[src/rtl/pool_frame_ctrl_if.sv]
// rtl/pool_frame_ctrl_if.sv - handshake bundle between conv stream, pooling unit and frame sequencer
//
// Purpose: groups the per-frame control and status signals of the 2x2 max-pool
// frame sequencer so they travel as one port.
// Signals:
//   start       scheduler -> ctrl   one-cycle frame request
//   conv_valid  conv      -> ctrl   conv output pixel valid
//   pool_valid  pool      -> ctrl   pooled output valid
//   pool_en     ctrl      -> pool   gated pixel strobe
//   pool_rst_n  ctrl      -> pool   local active-low clear
//   busy/done   ctrl      -> sched  frame status
//   col/row     ctrl      -> any    position of the pixel being accepted
//   out_count   ctrl      -> any    pooled outputs counted this frame
//   err         ctrl      -> sched  sticky protocol error
// master: environment side (drives requests/strobes); slave: the sequencer.
interface pool_frame_ctrl_if #(
  parameter int COL_BIT = 5,
  parameter int ROW_BIT = 5,
  parameter int OUT_BIT = 8
) ();
  logic               start;
  logic               conv_valid;
  logic               pool_valid;
  logic               pool_en;
  logic               pool_rst_n;
  logic               busy;
  logic               done;
  logic [COL_BIT-1:0] col;
  logic [ROW_BIT-1:0] row;
  logic [OUT_BIT-1:0] out_count;
  logic               err;

  modport master (
    output start, conv_valid, pool_valid,
    input  pool_en, pool_rst_n, busy, done, col, row, out_count, err
  );

  modport slave (
    input  start, conv_valid, pool_valid,
    output pool_en, pool_rst_n, busy, done, col, row, out_count, err
  );
endinterface

[src/rtl/pool_frame_ctrl.sv]
// rtl/pool_frame_ctrl.sv - frame sequencer for the 2x2 max-pool + ReLU stage
//
// Purpose: arms the pooling unit once per frame, gates the conv valid strobe
// into it, tracks input row/column, counts pooled outputs, pulses done when the
// last pooled output of the frame is counted and flags stream protocol errors.
// Ports:
//   clk    in  single rising-edge clock
//   rst_n  in  asynchronous active-low reset
//   bus    pool_frame_ctrl_if.slave (start, conv_valid, pool_valid in;
//          pool_en, pool_rst_n, busy, done, col, row, out_count, err out)
module pool_frame_ctrl #(
  parameter int WIDTH   = 24,
  parameter int HEIGHT  = 24,
  parameter int COL_BIT = 5,
  parameter int ROW_BIT = 5,
  parameter int OUT_BIT = 8
) (
  input  logic                clk,
  input  logic                rst_n,
  pool_frame_ctrl_if.slave    bus
);

  localparam logic [COL_BIT-1:0] COL_LAST  = COL_BIT'(WIDTH - 1);
  localparam logic [ROW_BIT-1:0] ROW_LAST  = ROW_BIT'(HEIGHT - 1);
  localparam logic [OUT_BIT-1:0] OUT_TOTAL = OUT_BIT'((WIDTH / 2) * (HEIGHT / 2));

  typedef enum logic [2:0] {
    S_IDLE,
    S_CLEAR,
    S_RUN,
    S_DRAIN,
    S_DONE
  } state_t;

  state_t             r_state;
  state_t             w_next;
  logic [COL_BIT-1:0] r_col;
  logic [ROW_BIT-1:0] r_row;
  logic [OUT_BIT-1:0] r_out_count;
  logic               r_err;

  logic               w_accept;
  logic               w_pix;
  logic               w_col_wrap;
  logic               w_frame_end;
  logic               w_cnt_inc;
  logic [OUT_BIT-1:0] w_cnt_next;
  logic               w_err_evt;
  logic               w_busy;
  logic               w_done;
  logic               w_pool_en;
  logic               w_clear;

  assign w_accept    = (r_state == S_IDLE) && bus.start;
  assign w_pix       = (r_state == S_RUN) && bus.conv_valid;
  assign w_col_wrap  = w_pix && (r_col == COL_LAST);
  assign w_frame_end = w_col_wrap && (r_row == ROW_LAST);

  // Output counter saturates at the frame total; surplus outputs only raise err.
  assign w_cnt_inc  = ((r_state == S_RUN) || (r_state == S_DRAIN)) &&
                      bus.pool_valid && (r_out_count != OUT_TOTAL);
  assign w_cnt_next = r_out_count + {{(OUT_BIT-1){1'b0}}, w_cnt_inc};

  assign w_err_evt = (bus.conv_valid && (r_state != S_RUN)) ||
                     (bus.pool_valid && (r_out_count == OUT_TOTAL)) ||
                     (bus.pool_valid && ((r_state == S_IDLE) || (r_state == S_CLEAR)));

  always_comb begin
    w_next    = r_state;
    w_busy    = 1'b1;
    w_done    = 1'b0;
    w_pool_en = 1'b0;
    w_clear   = 1'b0;
    case (r_state)
      S_IDLE: begin
        w_busy = 1'b0;
        if (bus.start) w_next = S_CLEAR;
      end
      S_CLEAR: begin
        w_clear = 1'b1;
        w_next  = S_RUN;
      end
      S_RUN: begin
        // Strobe is combinational so the pooling unit sees it with its pixel.
        w_pool_en = bus.conv_valid;
        if (w_frame_end) w_next = S_DRAIN;
      end
      S_DRAIN: begin
        // Uses the post-increment count so a final output arriving on the
        // DRAIN entry cycle still moves to DONE on the next edge.
        if (w_cnt_next == OUT_TOTAL) w_next = S_DONE;
      end
      S_DONE: begin
        w_done = 1'b1;
        w_next = S_IDLE;
      end
      default: begin
        w_next = S_IDLE;
      end
    endcase
  end

  always_ff @(posedge clk or negedge rst_n) begin
    if (!rst_n) begin
      r_state <= S_IDLE;
    end else begin
      r_state <= w_next;
    end
  end

  always_ff @(posedge clk or negedge rst_n) begin
    if (!rst_n) begin
      r_col       <= '0;
      r_row       <= '0;
      r_out_count <= '0;
      r_err       <= 1'b0;
    end else if (w_accept) begin
      r_col       <= '0;
      r_row       <= '0;
      r_out_count <= '0;
      // An error event on the accepting cycle still counts for the new frame.
      r_err       <= w_err_evt;
    end else begin
      if (w_pix) begin
        if (w_col_wrap) begin
          r_col <= '0;
          r_row <= w_frame_end ? '0 : r_row + ROW_BIT'(1);
        end else begin
          r_col <= r_col + COL_BIT'(1);
        end
      end
      r_out_count <= w_cnt_next;
      if (w_err_evt) r_err <= 1'b1;
    end
  end

  assign bus.busy      = w_busy;
  assign bus.done      = w_done;
  assign bus.pool_en   = w_pool_en;
  // Held low while the global reset is asserted as well as during CLEAR.
  assign bus.pool_rst_n = rst_n && !w_clear;
  assign bus.col       = r_col;
  assign bus.row       = r_row;
  assign bus.out_count = r_out_count;
  assign bus.err       = r_err;

endmodule

[src/flat_wrapper.sv]
// flat-port wrapper written by rule: the top's interface ports become plain ports
module pool_frame_ctrl_flat 
#(
  parameter int WIDTH   = 24,
  parameter int HEIGHT  = 24,
  parameter int COL_BIT = 5,
  parameter int ROW_BIT = 5,
  parameter int OUT_BIT = 8
)
  (clk, rst_n, bus_start, bus_conv_valid, bus_pool_valid, bus_pool_en, bus_pool_rst_n, bus_busy, bus_done, bus_col, bus_row, bus_out_count, bus_err);
  pool_frame_ctrl_if #(.COL_BIT(COL_BIT), .ROW_BIT(ROW_BIT), .OUT_BIT(OUT_BIT)) bus_i ();
  input  logic clk;
  input  logic rst_n;
  input wire logic [$bits(bus_i.start)-1:0] bus_start;
  input wire logic [$bits(bus_i.conv_valid)-1:0] bus_conv_valid;
  input wire logic [$bits(bus_i.pool_valid)-1:0] bus_pool_valid;
  output wire logic [$bits(bus_i.pool_en)-1:0] bus_pool_en;
  output wire logic [$bits(bus_i.pool_rst_n)-1:0] bus_pool_rst_n;
  output wire logic [$bits(bus_i.busy)-1:0] bus_busy;
  output wire logic [$bits(bus_i.done)-1:0] bus_done;
  output wire logic [$bits(bus_i.col)-1:0] bus_col;
  output wire logic [$bits(bus_i.row)-1:0] bus_row;
  output wire logic [$bits(bus_i.out_count)-1:0] bus_out_count;
  output wire logic [$bits(bus_i.err)-1:0] bus_err;
  assign bus_i.start = bus_start;
  assign bus_i.conv_valid = bus_conv_valid;
  assign bus_i.pool_valid = bus_pool_valid;
  assign bus_pool_en = bus_i.pool_en;
  assign bus_pool_rst_n = bus_i.pool_rst_n;
  assign bus_busy = bus_i.busy;
  assign bus_done = bus_i.done;
  assign bus_col = bus_i.col;
  assign bus_row = bus_i.row;
  assign bus_out_count = bus_i.out_count;
  assign bus_err = bus_i.err;
  pool_frame_ctrl #(.WIDTH(WIDTH), .HEIGHT(HEIGHT), .COL_BIT(COL_BIT), .ROW_BIT(ROW_BIT), .OUT_BIT(OUT_BIT)) u_core (.clk(clk), .rst_n(rst_n), .bus(bus_i));
endmodule
[config.mk]
export PLATFORM = sky130hd
export DESIGN_NAME = pool_frame_ctrl_flat
export DESIGN_NICKNAME = d
export VERILOG_FILES = /design/src/rtl/pool_frame_ctrl_if.sv /design/src/rtl/pool_frame_ctrl.sv /design/src/flat_wrapper.sv
export SDC_FILE = /design/constraint.sdc
export NUM_CORES = 1
export LEC_CHECK = 0
export ABC_CLOCK_PERIOD_IN_PS = 6800
export CAP_MARGIN = 20
export CORE_UTILIZATION = 39
export DETAILED_ROUTE_END_ITERATION = 8
export GPL_TIMING_DRIVEN = 0
export PLACE_DENSITY = 0.63
export SETUP_SLACK_MARGIN = 0.2
export SYNTH_ARGS = -nofsm -noshare
export SYNTH_HDL_FRONTEND = slang
export SYNTH_SLANG_ARGS = --single-unit
[constraint.sdc]
create_clock -name clk -period 6.8 [get_ports clk]
set_input_delay 0.68 -clock clk [delete_from_list [all_inputs] [get_ports clk]]
set_output_delay 0.68 -clock clk [all_outputs]
set_load 0.1 [all_outputs]
==> summary.txt, run 1 <==
Global routing
  • GR Util All Layers: 0.164
  • Global-route wire length before repair: 4250 um
  • Initial antenna violation count: 0
  • Number of global-route vias before repair: about 960
  • Congestion Overflow GR: 0
  • Largest net degree at the start of global routing: 24

Yosys
  • Sequential area share after synthesis: 0.451
  • Synth top area cells: dfrtp_1 (45%), ha_1 (5.1%), xor2_1 (5.0%)
  • Net Count, Synth: 134
  • Synthesized instance count: 124
  • Top cells by count, synth: dfrtp_1 (22), nor2_1 (15), nand2_1 (12)
  • Yosys warnings: 0
  • Post-synth top area share: 0.451
  • Area leader, netlist: dfrtp_1
  • Post-Syn Area per Cell: 9.84 um^2
  • Async SR Flop Fraction: 1.00
  • Number of flops mapped to enable cells by yosys: 0
  • Top-count cell post-synth: dfrtp_1
  • Count of state elements after synthesis: 22
  • Top FF cell, synth: dfrtp_1
  • Post-Synthesis Cell Area: 0.00122 mm^2
  • Synth unique cells: 39

Floorplan
  • Core area: 0.00285 mm^2
  • Die Ht: 57.9 um
  • Initial Util: 0.428
  • Die X: 57.9 um
  • # IOs: 28
  • FP Rows: 19
  • Die area: 0.00336 mm^2

Layout
  • Proportion of layout cells with a drive suffix above 1: 0.0769
  • Area grow syn2layout: 29.5%
  • Layout Nets: about 170
  • N_diodes: 0

Timing
  • Slew @ Worst Pin: approximately 970 ps
  • Max_slew headroom: 0.352
  • Skew final: 4.67 ps
  • WHS: 507 ps
  • Unrepaired setup endpoints after global routing: no
  • Final Critical Period: between 3000 and 4000 ps
  • Setup TNS: 0 ps
  • Fmax: 0.265 GHz
  • Slew Limit Fails: 0
  • Final setup viols: 0
  • Tcrit/Tclk final: 0.556
  • Final Hold Vio Count: 0

Route
  • Iteration-0 DRC Markers: 28
  • DR WL/cell: 12.8 um
  • DR pass1 iterations: 6
  • DRC: 3
  • DRT Wirelength: around 2400 um
  • ANT nets after route: 0
  • DR vias/cell: 5.28
  • Via Count: approximately 990

Pwr
  • Pwr per Cell Area: 471 mW/mm^2
  • VDD IR-drop max: 0.311 mV
  • Static leakage: 0.655 nW

Placement
  • DP HPWL: around 1800 um
  • Gpl congestion: slightly below 0.8
  • Port Buffer Count: 27

Worst setup path
  • Worst reg-to-reg setup slack: ~3800 ps
  • CP startpoint: rst_n
  • CP top delay family: buffers and inverters
  • R2r endpoint: u_core.r_state[1]
  • Slowest stage delay, CP: 1160 ps
  • Worst setup path class: in -> out
  • Worst Reg-to-Reg Cells: 9
  • Buf+Inv Stages, Crit Path: 3
  • Slowest-stage cell, CP: clkdlybuf4s50_1
  • Most frequent CP cell: clkdlybuf4s50_1
  • Worst reg2reg path startpoint: u_core.bus.out_count[5]
  • CP max FO: 12
  • Worst EP arrival: 3100 ps
  • Crit-path cells: clkdlybuf4s50_1 > buf_8 > a21boi_0 > clkdlybuf4s50_1
  • Worst Setup EP: bus_pool_rst_n
  • Worst setup SP type: input pin
  • Crit. End Element: primary output
  • WP depth: 4
  • CP required: just over 6000 ps

Run status
  • Status: complete, but fails checks
  • Violated checks: DRC

Clock tree
  • Post-CTS sizing: 0
  • Clock tree buffer depth: 2
  • H-tree lvl count: 1
  • CTS clk-pin slew, worst paths: 120 ps
  • Hold_buf cts: 0
  • Clk root buf: clkbuf_4
  • CTS Buf Count: 3
  • Clk sink count: 22
  • CTS tree: done
  • Setup Fix Bufs, Post-CTS: 0
  • Worst-Skew Late Latency: 300 ps

Flow run
  • Max Cap Viol: 0

Min path
  • HP Class: reg -> reg
==> worst min path at each step <==
stage	slack, ps	start	depth (start not counted)	end
6_report	510	u_core.bus.err	2	u_core.bus.err
4_1_cts	520	u_core.bus.err	2	u_core.bus.err
3_5_place_dp	490	u_core.bus.err	2	u_core.bus.err
5_1_grt	550	u_core.bus.err	2	u_core.bus.err
3_3_place_gp	480	u_core.bus.err	2	u_core.bus.err
2_1_floorplan	380	rst_n	0	u_core.bus.col[0]
==> layout make-up <==
class	count	area [um^2]
Fill cell	263	1270
Multi-Input combinational cell	96	643
Sequential cell	22	551
Timing Repair Buffer	28	285
Tap cell	31	38.8
Clock buffer	4	36.3
Buffer	3	15.0
Inverter	3	11.3
==> flip-flops by register name, summed over array words and instances (netlist names) <==
signal                flops
u_core.bus.col            5
u_core.bus.out_count      8
u_core.r_state            3
u_core.bus.row            5
u_core.bus.err            1
==> cell families after synthesis <==
| group | Yosys count | share of synthesized area |
|---|---|---|
| simple gates | 57 | 0.264 |
| compound gates | 23 | 0.131 |
| flops | 22 | 0.451 |
| xor+xnor | 9 | 0.0646 |
| buf+inv | 6 | 0.0215 |
| fa+ha+maj | 5 | 0.0513 |
| mux | 2 | 0.0164 |
==> placed cells by master (no fill, tap or decap), types with 2 or more instances in the layout <==
| cell type | Yosys | routed |
|---|---|---|
| nand3_1 | 4 | 4 |
| xor2_1 | 7 | 7 |
| o2111ai_1 | 2 | 2 |
| o21ai_0 | 5 | 5 |
| nand2b_1 | 2 | 2 |
| or3_1 | 2 | 2 |
| nand2_1 | 12 | 12 |
| a21oi_1 | 7 | 7 |
| nor2b_1 | 2 | 2 |
| nand4_1 | 2 | 2 |
| clkdlybuf4s50_1 | 0 | 27 |
| nor2_1 | 15 | 15 |
| dfrtp_1 | 22 | 22 |
| nor3_1 | 2 | 2 |
| xnor2_1 | 2 | 2 |
| clkbuf_1 | 2 | 2 |
| ha_1 | 5 | 5 |
| mux2i_1 | 2 | 2 |
| or3b_1 | 3 | 3 |
| and2_1 | 3 | 3 |
| inv_1 | 3 | 3 |
| or2b_1 | 2 | 2 |
| clkbuf_4 | 0 | 3 |
==> tightest hold or removal path, cell delays in order (launching register included) <==
cell and delay [ps]:
dfrtp_1 360, nand2_1 50, o2111ai_1 70
==> routing by layer <==
layer / wire length, um / global-route usage
met3: 96 / 0.0223
met1: 1100 / 0.209
met4: 34 / 0.0714
met2: 1170 / 0.278
met5: 0 / 0
==> stage by stage <==
stage	cells	instance area, um^2	util	total power [W]	setup slack (ps)
3_3_place_gp	182	1530	0.536	0.000671	2820
6_report	187	1580	0.554	0.000744	3020
5_1_grt	187	1580	0.554	0.000785	2860
4_1_cts	186	1570	0.549	0.000749	2790
2_1_floorplan	124	1220	-	0.000570	3250
3_5_place_dp	182	1530	0.536	0.000676	2770
==> power breakdown <==
group / total, W / internal [W] / switching, W / leakage (nW)
logic: 0.000454 / 0.000114 / 0.000341 / 0.357
registers: 0.000218 / 0.000168 / 0.0000496 / 0.277
clock network: 0.0000717 / 0.0000327 / 0.0000391 / 0.0210
Power figures use the tool's default switching activity.
==> inputs of run 2 (changes only) <==
--- a/config.mk
+++ b/config.mk
@@ -5,7 +5,7 @@
 export SDC_FILE = /design/constraint.sdc
 export NUM_CORES = 1
 export LEC_CHECK = 0
-export ABC_CLOCK_PERIOD_IN_PS = 6800
+export ABC_CLOCK_PERIOD_IN_PS = 3600
 export CAP_MARGIN = 20
 export CORE_UTILIZATION = 39
 export DETAILED_ROUTE_END_ITERATION = 8
==> constraint.sdc (replaced) <==
create_clock -name clk -period 3.6 [get_ports clk]
set_input_delay 0.36 -clock clk [delete_from_list [all_inputs] [get_ports clk]]
set_output_delay 0.36 -clock clk [all_outputs]
set_load 0.1 [all_outputs]
==> summary.txt, run 2 (same netlist as run 1, synthesis figures left out) <==
Pwr
  • Pwr per Cell Area: 916 mW/mm^2 (+95%)
  • Sw Ratio: 0.561 (-0.0164)
  • Static leakage: 0.666 nW (+1.7%)
  • Logic gate share of total power: 0.587 (-0.024)
  • Net load switching power: 0.000827 W (+93%)
  • Internal power: 0.000648 W (+110%)
  • VDD IR-drop max: 0.579 mV (+86%)
  • Clock share of power: 0.132 (+0.036)
  • Sequential share of power: 0.282 (-0.010)

Clock tree
  • Worst-Skew Late Latency: 320 ps (+20 ps)
  • H-tree lvl count: 1 (unchanged)
  • Clk root buf: clkbuf_4
  • Post-CTS sizing: 0 (unchanged)
  • CTS Buf Count: 3 (unchanged)
  • CTS clk-pin slew, worst paths: 140 ps (+20 ps)
  • Hold_buf cts: 0 (unchanged)
  • Clock tree buffer depth: 2 (unchanged)
  • Setup Fix Bufs, Post-CTS: 0 (unchanged)
  • Clk sink count: 22 (unchanged)
  • CTS tree: done

Worst setup path
  • Worst setup SP type: register
  • Worst reg2reg path startpoint: u_core.bus.out_count[5]
  • Worst EP arrival: 3240 ps (+140 ps)
  • Worst reg-to-reg setup slack: 600 ps (-3190 ps)
  • CP max FO: 6 (-6)
  • Worst setup path class: reg -> reg
  • R2r endpoint: u_core.r_state[2]
  • Crit. End Element: register
  • Worst Reg-to-Reg Cells: 9 (unchanged)
  • CP required: 3850 ps (-2270 ps)

Placement
  • Pre-CTS WS: 227 ps (-2550 ps)
  • Port Buffer Count: 27 (unchanged)
  • Gpl congestion: 0.843 (+7.1%)
  • DP HPWL: 1880 um (+5.0%)

Global routing
  • Largest net degree at the start of global routing: 24 (unchanged)
  • Global-route wire length before repair: 4320 um (+1.6%)
  • Initial antenna violation count: 0 (unchanged)
  • GR Util All Layers: 0.169 (+0.00537)
  • Congestion Overflow GR: 0 (unchanged)
  • Number of global-route vias before repair: 981 (+2.1%)

Timing
  • Tcrit/Tclk final: 0.832
  • Max_slew headroom: 0.345 (-0.00745)
  • Setup TNS: 0 ps (unchanged)
  • Final setup viols: 0 (unchanged)
  • Skew final: 10.4 ps (+5.73 ps)
  • Fmax: 0.334 GHz
  • Slew Limit Fails: 0 (unchanged)
  • Unrepaired setup endpoints after global routing: no
  • Final Hold Vio Count: 0 (unchanged)
  • Final Critical Period: 3000 ps
  • Slew @ Worst Pin: 980 ps (+11.1 ps)
  • Worst setup margin: 604 ps (-2420 ps)

Layout
  • Largest register FFs: 8 (unchanged)
  • Most common cell after layout, fill and taps aside: clkdlybuf4s50_1
  • Commonest non-fill, non-tap cells in the layout: clkdlybuf4s50_1 (27), dfrtp_1 (21), nor2_1 (15)
  • Proportion of layout cells with a drive suffix above 1: 0.0833 (+0.00641)
  • Fill count: 278 (+5.7%)
  • Layout Nets: 167 (unchanged)
  • Area grow syn2layout: 32.0%
  • N_diodes: 0 (unchanged)

Route
  • DRT Wirelength: 2600 um (+8.3%)
  • DRC: 2 (-1)
  • DR WL/cell: 13.9 um (+8.3%)
  • Iteration-0 DRC Markers: 52 (+86%)
  • ANT nets after route: 0 (unchanged)
  • Via Count: 1,013 (+2.6%)
  • DR pass1 iterations: 8 (+2)
  • DR vias/cell: 5.42 (+2.6%)

Floorplan
  • Core area: 0.00285 mm^2 (unchanged)
  • Die area: 0.00336 mm^2 (unchanged)
  • # IOs: 28 (unchanged)
  • FP Rows: 19 (unchanged)
  • Initial Util: 0.428 (unchanged)
  • Die X: 57.9 um (unchanged)
  • Die Ht: 57.9 um (unchanged)

Run status
  • Status: complete, but fails checks
  • Violated checks: DRC

Min path
  • HP Class: in -> async

Flow run
  • Max Cap Viol: 0 (unchanged)
-- run 2: cell count changes in the layout (fill, tap and decap cells not counted), sizes merged --
| cell | previous run | this run |
|---|---|---|
| bufinv | 0 | 1 |
| clkbuf | 6 | 5 |
-- run 2: routing by layer --
layer  GRT usage  wire [um]
met5           0          0
met3      0.0223         73
met4      0.0850         42
met2       0.284       1250
met1       0.215       1230
-- run 2: how the worst max path moves through the flow --
stage / from / to
2_1_floorplan: u_core.bus.out_count[7] / u_core.r_state[1]
4_1_cts: rst_n / bus_pool_rst_n
6_report: u_core.bus.out_count[5] / u_core.r_state[2]
3_5_place_dp: rst_n / bus_pool_rst_n
3_3_place_gp: rst_n / bus_pool_rst_n
5_1_grt: u_core.bus.out_count[5] / u_core.r_state[2]
-- run 2: power by group through the flow --
stage | Sequential (W) | Combinational, W | Clock, W
2_1_floorplan | 0.000875 | 0.000203 | 0
4_1_cts | 0.000415 | 0.000865 | 0.000197
3_5_place_dp | 0.000419 | 0.000864 | 0
6_report | 0.000415 | 0.000865 | 0.000194
3_3_place_gp | 0.000414 | 0.000858 | 0
5_1_grt | 0.000432 | 0.000903 | 0.000204
-- run 2: layout make-up --
cell class | count | area (um^2) | share of cell area
Multi-Input combinational cell | 96 | 643 | 0.399
Sequential cell | 22 | 552 | 0.343
Timing Repair Buffer | 28 | 298 | 0.185
Tap cell | 31 | 38.8 | 0.0241
Clock inverter | 1 | 30.0 | 0.0186
Clock buffer | 3 | 22.5 | 0.0140
Buffer | 3 | 15.0 | 0.00932
Inverter | 3 | 11.3 | 0.00699
-- run 2: critical path, stage by stage, from the launching register on --
cell and delay [ps]:
dfrtp_1 470, or3b_1 470, o311a_2 410, ha_1 190
ha_1 260, nand3_2 150, mux2i_1 200, a41oi_1 140
a2111oi_2 450, nor2b_1 190
-- run 2: stage by stage --
step	power (W)	cells	util	instance area (um^2)	hold WS (ps)
finish	0.00147	187	0.564	1610	332
detailed placement	0.00128	182	0.536	1530	494
CTS	0.00148	186	0.555	1580	523
floorplan	0.00108	124	-	1220	64.4
global placement	0.00127	182	0.536	1530	477
global route	0.00154	187	0.564	1610	367
==> inputs of run 3 (changes only) <==
--- a/config.mk
+++ b/config.mk
@@ -5,7 +5,7 @@
 export SDC_FILE = /design/constraint.sdc
 export NUM_CORES = 1
 export LEC_CHECK = 0
-export ABC_CLOCK_PERIOD_IN_PS = 3600
+export ABC_CLOCK_PERIOD_IN_PS = 3100
 export CAP_MARGIN = 20
 export CORE_UTILIZATION = 39
 export DETAILED_ROUTE_END_ITERATION = 8
==> constraint.sdc (replaced) <==
create_clock -name clk -period 3.1 [get_ports clk]
set_input_delay 0.31 -clock clk [delete_from_list [all_inputs] [get_ports clk]]
set_output_delay 0.31 -clock clk [all_outputs]
set_load 0.1 [all_outputs]
==> summary.txt, run 3 (same netlist as run 1, synthesis figures left out) <==
Route
  • DRC: 3 (+1)
  • DRT Wirelength: 2570 um (-1.0%)
  • Via Count: 1,024 (+1.1%)
  • DR vias/cell: 5.36 (-1.0%)
  • DR pass1 iterations: 6 (-2)
  • ANT nets after route: 0 (unchanged)
  • DR WL/cell: 13.5 um (-3.1%)
  • Iteration-0 DRC Markers: 31 (-40%)

Worst setup path
  • CP required: 2790 ps (-1060 ps)
  • Worst setup SP type: register
  • CP max FO: 8 (+2)
  • Slowest-stage cell, CP: clkdlybuf4s50_1
  • CP top delay family: buffers and inverters
  • Worst reg-to-reg setup slack: 340 ps (-260 ps)
  • Worst Reg-to-Reg Cells: 11 (+2)
  • Worst EP arrival: 2460 ps (-780 ps)
  • R2r endpoint: u_core.r_state[2]
  • Worst setup path class: reg -> out
  • Worst reg2reg path startpoint: u_core.bus.out_count[4]
  • Crit-path cells: nand4bb_2 > inv_1 > clkdlybuf4s50_1
  • Slowest stage delay, CP: 1160 ps (+690 ps)
  • Crit. End Element: primary output
  • Buf+Inv Stages, Crit Path: 2 (+2)

Timing
  • Final Critical Period: 2770 ps
  • Max_slew headroom: 0.341 (-0.00369)
  • Final Hold Vio Count: 0 (unchanged)
  • Unrepaired setup endpoints after global routing: no
  • Skew final: 5.03 ps (-5.36 ps)
  • Slew Limit Fails: 0 (unchanged)
  • WHS: 67.3 ps (-265 ps)
  • Slew @ Worst Pin: 985 ps (+5.51 ps)
  • Fmax: 0.362 GHz
  • Tcrit/Tclk final: 0.892
  • Worst setup margin: 334 ps (-270 ps)
  • Final setup viols: 0 (unchanged)

Floorplan
  • Die area: 0.00336 mm^2 (unchanged)
  • FP Rows: 19 (unchanged)
  • Die Ht: 57.9 um (unchanged)
  • Die X: 57.9 um (unchanged)
  • Initial Util: 0.428 (unchanged)
  • Core area: 0.00285 mm^2 (unchanged)
  • # IOs: 28 (unchanged)

Layout
  • Area of the multi-input gates: 692 um^2 (+7.6%)
  • Largest register FFs: 8 (unchanged)
  • Register Area: 564 um^2 (+2.3%)
  • Commonest non-fill, non-tap cells in the layout: clkdlybuf4s50_1 (26), nor2_1 (15), dfrtp_1 (15)
  • Most common cell after layout, fill and taps aside: clkdlybuf4s50_1
  • Fill count: 271 (-2.5%)
  • Layout Nets: 171 (+2.4%)
  • Area grow syn2layout: 36.9%
  • Proportion of layout cells with a drive suffix above 1: 0.181 (+0.0979)
  • N_diodes: 0 (unchanged)
  • Post-route cell area: 0.00167 mm^2 (+3.7%)
  • Util after Layout: 0.586 (+0.0211)

Flow run
  • Max Cap Viol: 0 (unchanged)

Global routing
  • Global-route wire length before repair: 4220 um (-2.4%)
  • Congestion Overflow GR: 0 (unchanged)
  • Initial antenna violation count: 0 (unchanged)
  • GR Util All Layers: 0.162 (-0.00712)
  • Largest net degree at the start of global routing: 24 (unchanged)
  • Number of global-route vias before repair: 935 (-4.7%)

Pwr
  • Static leakage: 0.659 nW (-1.1%)
  • Pwr per Cell Area: 1040 mW/mm^2 (+14%)
  • Total power: 0.00174 W (+18%)
  • VDD IR-drop max: 0.677 mV (+17%)

Placement
  • Port Buffer Count: 27 (unchanged)
  • Placed Area: 0.00155 mm^2 (+1.1%)
  • Pre-CTS WS: -111 ps (-339 ps)
  • DP HPWL: 1810 um (-3.8%)
  • Gpl congestion: 0.792 (-6.1%)

Min path
  • HP Class: in -> async

Clock tree
  • Clk sink count: 22 (unchanged)
  • Worst-Skew Late Latency: 300 ps (-20 ps)
  • Clk root buf: clkbuf_4
  • Hold_buf cts: 0 (unchanged)
  • CTS Buf Count: 3 (unchanged)
  • CTS clk-pin slew, worst paths: 120 ps (-20 ps)
  • CTS tree: done
  • Clock tree buffer depth: 2 (unchanged)
  • H-tree lvl count: 1 (unchanged)

Run status
  • Violated checks: DRC
  • Status: complete, but fails checks
run 3: changes by cell type in the layout (fill, tap and decap cells not counted), moves of 2 or more:
| cell | before | now |
|---|---|---|
| ha_1 | 5 | 3 |
| dfrtp_1 | 21 | 15 |
| dfrtp_4 | 0 | 2 |
| buf_4 | 1 | 5 |
| dfrtp_2 | 1 | 5 |
run 3: final cells by class:
cell class	instances	area share
multi-input combinational	96	0.414
sequential	22	0.338
timing repair buffer	32	0.185
tap	31	0.0232
clock buffer	4	0.0217
buffer	3	0.0112
inverter	3	0.00674
run 3: how the worst max path moves through the flow:
stage                     slack (ps)  depth (start not counted)               startpoint                 to
after CTS                        220                          9  u_core.bus.out_count[5]  u_core.r_state[2]
final                            330                          3        u_core.r_state[0]        bus_pool_en
after detailed placement        -110                          3                    rst_n     bus_pool_rst_n
after global routing             220                         11  u_core.bus.out_count[4]  u_core.r_state[2]
after floorplan                  210                         10  u_core.bus.out_count[3]  u_core.r_state[1]
after global placement          -120                          3                    rst_n     bus_pool_rst_n
run 3: per-layer routing:
layer,part of all wire,track usage
met1,0.50,0.245
met2,0.44,0.238
met3,0.048,0.0201
met4,0.012,0.0612
met5,0,0
run 3: through the flow:
step,setup TNS [ps],std cells
floorplan,0,124
global placement,-122,182
detailed placement,-111,182
CTS,0,186
global route,0,191
finish,0,191
run 3: timing repair:
item	4_1_cts	5_1_grt
resized for setup	3	8
pin swaps	0	2
endpoints found under the setup margin	1	3
buffers inserted	0	5
run 3: power breakdown:
part	internal (W)	switching [W]	leakage [nW]	total (W)
Combinational	0.000309	0.000786	0.370	0.00109
Sequential	0.000378	0.000111	0.268	0.000488
Clock	0.0000716	0.0000857	0.0210	0.000157
